--- src/rtl/iter_divider_pkg.sv ---
// Shared types and helpers for the iterative divider.
package iter_divider_pkg;

  typedef enum logic [1:0] {
    IDLE  = 2'd0,
    CALC  = 2'd1,
    FIXUP = 2'd2,
    DONE  = 2'd3
  } state_t;

  // Iteration counter width: clog2 of the operand width (at least 1 bit).
  function automatic int unsigned cnt_width(input int unsigned w);
    return (w > 1) ? $clog2(w) : 1;
  endfunction

endpackage

--- src/rtl/iter_divider_adder.sv ---
// Plain W-bit adder with carry-in/carry-out; used for trial subtraction and two's-complement negation.
module iter_divider_adder #(
  parameter int unsigned W = 32
) (
  input  logic [W-1:0] a,
  input  logic [W-1:0] b,
  input  logic         cin,
  output logic [W-1:0] sum,
  output logic         cout
);

  assign {cout, sum} = {1'b0, a} + {1'b0, b} + {{W{1'b0}}, cin};

endmodule

--- src/rtl/iter_divider.sv ---
// Multi-cycle restoring divider (DIV/DIVU/REM/REMU) with valid/ready on both sides and a pass-through tag.
module iter_divider
  import iter_divider_pkg::*;
#(
  parameter int unsigned WIDTH     = 32,
  parameter int unsigned TAG_WIDTH = 6
) (
  input  logic                 clk,
  input  logic                 rst_aL,
  input  logic                 flush,
  input  logic                 in_valid,
  output logic                 in_ready,
  input  logic [WIDTH-1:0]     in_dividend,
  input  logic [WIDTH-1:0]     in_divisor,
  input  logic                 in_signed,
  input  logic                 in_want_rem,
  input  logic [TAG_WIDTH-1:0] in_tag,
  output logic                 out_valid,
  input  logic                 out_ready,
  output logic [WIDTH-1:0]     out_result,
  output logic [TAG_WIDTH-1:0] out_tag
);

  localparam int unsigned CW = cnt_width(WIDTH);

  state_t               state;
  logic [CW-1:0]        cnt;
  logic [WIDTH-1:0]     rem;
  logic [WIDTH-1:0]     quo;
  logic [WIDTH-1:0]     dvs;
  logic                 sgn;
  logic                 want_rem;
  logic                 q_neg;
  logic                 r_neg;
  logic [TAG_WIDTH-1:0] tag;

  logic [WIDTH-1:0] neg_a_src, neg_a, neg_b;
  logic [WIDTH-1:0] abs_a, abs_b;
  logic [WIDTH:0]   shifted, trial;
  logic             trial_cout;
  logic             is_div0, is_ovf;
  logic [WIDTH-1:0] fix_val, fix_res;
  logic             fix_neg;
  logic             unused_neg_a_cout, unused_neg_b_cout, unused_trial_msb;

  // One negator is shared: dividend magnitude at accept, result sign fixup afterwards.
  assign neg_a_src = (state == IDLE) ? in_dividend : (want_rem ? rem : quo);

  iter_divider_adder #(.W(WIDTH)) u_neg_a (
    .a(~neg_a_src), .b({WIDTH{1'b0}}), .cin(1'b1), .sum(neg_a), .cout(unused_neg_a_cout)
  );

  iter_divider_adder #(.W(WIDTH)) u_neg_b (
    .a(~in_divisor), .b({WIDTH{1'b0}}), .cin(1'b1), .sum(neg_b), .cout(unused_neg_b_cout)
  );

  assign abs_a = (in_signed && in_dividend[WIDTH-1]) ? neg_a : in_dividend;
  assign abs_b = (in_signed && in_divisor[WIDTH-1])  ? neg_b : in_divisor;

  // Partial remainder stays below the divisor, so only its low WIDTH bits need storing.
  assign shifted = {rem, quo[WIDTH-1]};

  iter_divider_adder #(.W(WIDTH + 1)) u_trial (
    .a(shifted), .b(~{1'b0, dvs}), .cin(1'b1), .sum(trial), .cout(trial_cout)
  );
  assign unused_trial_msb = trial[WIDTH];

  assign is_div0 = (in_divisor == '0);
  assign is_ovf  = in_signed && (in_dividend == {1'b1, {(WIDTH-1){1'b0}}}) && (in_divisor == '1);

  assign fix_val = want_rem ? rem : quo;
  assign fix_neg = sgn && (want_rem ? r_neg : q_neg);
  assign fix_res = fix_neg ? neg_a : fix_val;

  always_ff @(posedge clk) begin
    if (!rst_aL) begin
      state      <= IDLE;
      cnt        <= '0;
      rem        <= '0;
      quo        <= '0;
      dvs        <= '0;
      sgn        <= 1'b0;
      want_rem   <= 1'b0;
      q_neg      <= 1'b0;
      r_neg      <= 1'b0;
      tag        <= '0;
      in_ready   <= 1'b1;
      out_valid  <= 1'b0;
      out_result <= '0;
      out_tag    <= '0;
    end else if (flush) begin
      state     <= IDLE;
      cnt       <= '0;
      in_ready  <= 1'b1;
      out_valid <= 1'b0;
    end else begin
      case (state)
        IDLE: begin
          if (in_valid && in_ready) begin
            tag      <= in_tag;
            sgn      <= in_signed;
            want_rem <= in_want_rem;
            q_neg    <= in_dividend[WIDTH-1] ^ in_divisor[WIDTH-1];
            r_neg    <= in_dividend[WIDTH-1];
            in_ready <= 1'b0;
            if (is_div0 || is_ovf) begin
              // Divide-by-zero and signed overflow resolve without iterating.
              if (is_div0) out_result <= in_want_rem ? in_dividend : '1;
              else         out_result <= in_want_rem ? '0 : in_dividend;
              out_tag   <= in_tag;
              out_valid <= 1'b1;
              state     <= DONE;
            end else begin
              rem   <= '0;
              quo   <= abs_a;
              dvs   <= abs_b;
              cnt   <= CW'(WIDTH - 1);
              state <= CALC;
            end
          end
        end
        CALC: begin
          rem <= trial_cout ? trial[WIDTH-1:0] : shifted[WIDTH-1:0];
          quo <= {quo[WIDTH-2:0], trial_cout};
          cnt <= cnt - CW'(1);
          if (cnt == '0) state <= FIXUP;
        end
        FIXUP: begin
          out_result <= fix_res;
          out_tag    <= tag;
          out_valid  <= 1'b1;
          state      <= DONE;
        end
        DONE: begin
          if (out_ready) begin
            out_valid <= 1'b0;
            in_ready  <= 1'b1;
            state     <= IDLE;
          end
        end
        default: begin
          state    <= IDLE;
          in_ready <= 1'b1;
        end
      endcase
    end
  end

endmodule

--- config.mk ---
export PLATFORM = sky130hd
export DESIGN_NAME = iter_divider
export DESIGN_NICKNAME = d
export VERILOG_FILES = /design/src/rtl/iter_divider_pkg.sv /design/src/rtl/iter_divider_adder.sv /design/src/rtl/iter_divider.sv
export SDC_FILE = /design/constraint.sdc
export NUM_CORES = 1
export LEC_CHECK = 0
export BUFFER_PORTS_ARGS = -buffer_cell sky130_fd_sc_hd__buf_2
export CORE_MARGIN = 2
export CORE_UTILIZATION = 55
export DETAILED_ROUTE_END_ITERATION = 7
export GPL_TIMING_DRIVEN = 0
export PLACE_DENSITY = 0.8
export SETUP_SLACK_MARGIN = 0.4
export SYNTH_ARGS = -nofsm -noshare
export SYNTH_HDL_FRONTEND = slang
export SYNTH_HIERARCHICAL = 1
export SYNTH_SLANG_ARGS = --single-unit
export TNS_END_PERCENT = 10
--- constraint.sdc ---
create_clock -name clk -period 7.2 [get_ports clk]
set_input_delay 0.36 -clock clk [delete_from_list [all_inputs] [get_ports clk]]
set_output_delay 0.36 -clock clk [all_outputs]
set_load 0.02 [all_outputs]
==> qor.yml <==
rows: 60
grt_max_degree: 17
slowest_delay_ns: 0.62
routed_wl_um: 48600
start_util: 0.558
stdcell_area_um2: 16800
p_leak_uw: 0.00769
r2r_setup_slack_ns: 2.55
cts_hold_buf: 0
drt-initial-drc-count: 1572
synth_area_um2: 15000
min_path_cells: 3
dr.pass1.iters: 6
final_max_slew_viol_count: 0
grt_pass1_vias: 15000
required_ns: 7.57
place.gp.congestion: 0.980
wire_per_inst_um: 19.5
r2r-start: "state[0]$_SDFFE_PP0P_"
reg2reg_depth: 16
dieHeight_um: 169
coreArea_um2: 26800
drc: 0
crit_fanout: 10
critPathKind: "flop to flop"
io_pins: 117
worstReg2RegEnd: "quo[25]$_SDFFE_PN0P_"
critPathLaunchType: "flop"
via_per_inst: 6.33
relSlewSlack: 0.335
grt.total_usage: 0.337
holdPathEnd: "tag[4]$_SDFFE_PN0P_"
fmax_mhz: 215
worst_pin_slew_ns: 0.995
antennaDiodeCount: 0
cpMaxStageDelayCell: "buf_1"
vias: 15800
multi_input_area_um2: 11200
period_needed_ns: 4.65
yosysWarnings: 6
cts_resized: 0
avgSynthCellArea_um2: 7.72
fin_nets: 2321
cts_htree_levels: 4
cp.arrival_ns: 5.03
clk_path_buf_depth: 2
power_density_nw_per_um2: 173
overflow: 0
area_growth_pct: 12.4
min_path_type: "primary input to flop"
rsz0062_at_grt: "false"
cts_sinks: 153
antenna_found_initial: 0
critPathCaptureType: "flop"
path_buf_inv: 3
cts_tree: "yes"
ir_worst_vdd_mv: 0.179
hold_viol_final: 0
antenna_left: 0
crit_family: "compound AO/OA/AOI/OAI gates"
die_w_um: 169
crit_path_cell_trace: "inv_1 -> ha_1 -> inv_2 -> buf_1 -> mux2i_1 -> ha_1 -> nand2_1 -> nor2_1 -> nand3_1 -> a211o_1 -> and4b_1 -> a311oi_1 -> mux2i_1 -> o21ai_0 -> nand4_1 -> o21ai_0"
regArea_um2: 3060
placed_cell_area_um2: 16200
io_buffers: 111
clk_latency_ns: 0.44
dpl.hpwl_um: 38000
cts_buffers: 17
cap_violations: 0
grt_pass1_wl_um: 77200
setup_violations: 0
setup_tns_ns: 0
n_fill_cell: 2450
path_clk_slew_ns: 0.07
fin_crit_sh: 0.646
min_from: "in_tag[4]"
cts_setup_buffers: 0
die_area_um2: 28600
synth_cells: 1939
fin_worst_skew_ns: 0.0126
drive_above_1_share: 0.118
status: "completed"
cts-root-buf: "clkbuf_16"
==> layer usage <==
layer | vias up | global-route usage | part of all wire
li1 | 7506 | - | -
met1 | 7416 | 0.439 | 0.43
met2 | 723 | 0.548 | 0.45
met3 | 135 | 0.0659 | 0.082
met4 | 0 | 0.136 | 0.037
met5 | - | 0 | 0
==> per-stage QoR <==
| stage | setup WS (ns) | utilization | power, uW | std cells | hold slack (ns) |
|---|---|---|---|---|---|
| after global routing | 2.24 | 0.628 | 3060 | 2491 | 0.191 |
| after global placement | 2.74 | 0.605 | 1900 | 2459 | 0.445 |
| final | 2.55 | 0.628 | 2910 | 2491 | 0.188 |
| after detailed placement | 2.67 | 0.605 | 1920 | 2459 | 0.449 |
| after floorplan | 3.53 | - | 1690 | 2007 | 0.429 |
| after CTS | 2.67 | 0.628 | 2870 | 2491 | 0.179 |
==> worst max-delay path by stage <==
stage / start / to / slack [ns] / cells past startpoint
after detailed placement: state[0]$_SDFFE_PP0P_ / quo[25]$_SDFFE_PN0P_ / 2.67 / 16
after CTS: state[0]$_SDFFE_PP0P_ / quo[25]$_SDFFE_PN0P_ / 2.67 / 16
after global routing: state[0]$_SDFFE_PP0P_ / quo[31]$_SDFFE_PN0P_ / 2.24 / 17
after global placement: state[0]$_SDFFE_PP0P_ / quo[25]$_SDFFE_PN0P_ / 2.74 / 16
final: state[0]$_SDFFE_PP0P_ / quo[25]$_SDFFE_PN0P_ / 2.55 / 16
after floorplan: state[0]$_SDFFE_PP0P_ / quo[26]$_SDFFE_PN0P_ / 3.53 / 16
==> state kept, by name, indices dropped and copies added (netlist names), 2 cells and up <==
register and cells:
quo 32, cnt 5, state 2, tag 6, out_result 32, rem 32
dvs 32, out_tag 6
==> cell type report <==
cell class	count	area share
Multi-Input combinational cell	1612	0.665
Buffer	145	0.0368
Timing Repair Buffer	111	0.0330
Tap cell	341	0.0254
Clock inverter	12	0.00982
Clock buffer	20	0.0266
Inverter	97	0.0216
Sequential cell	153	0.182
==> worst register-to-register path: cells and delay by family, from the launching register on <==
family                   cells  cell delay (ns)
buffers and inverters        3             0.93
AO/OA/AOI/OAI                4             1.22
adder cells (fa/ha/maj)      2             0.55
multiplexers                 2             0.48
flip-flops                   1             0.40
AND/OR/NAND/NOR              5             1.03
==> power by group <==
group	leakage [uW]	total (uW)	switching [uW]	internal (uW)
sequential	0.00124	918	27.6	890
clock	0.000293	957	396	560
combinational	0.00615	1040	638	401
==> layout by cell type (no fill, tap or decap), drive strengths merged, types with 70 or more instances in the layout <==
cell and count:
a21oi 105, buf 155, clkbuf 121, conb 70, dfxtp 153, ha 101
inv 100, mux2i 134, nand2 227, nand3 87, nor2 84, o21ai 124
Power figures use the tool's default switching activity.
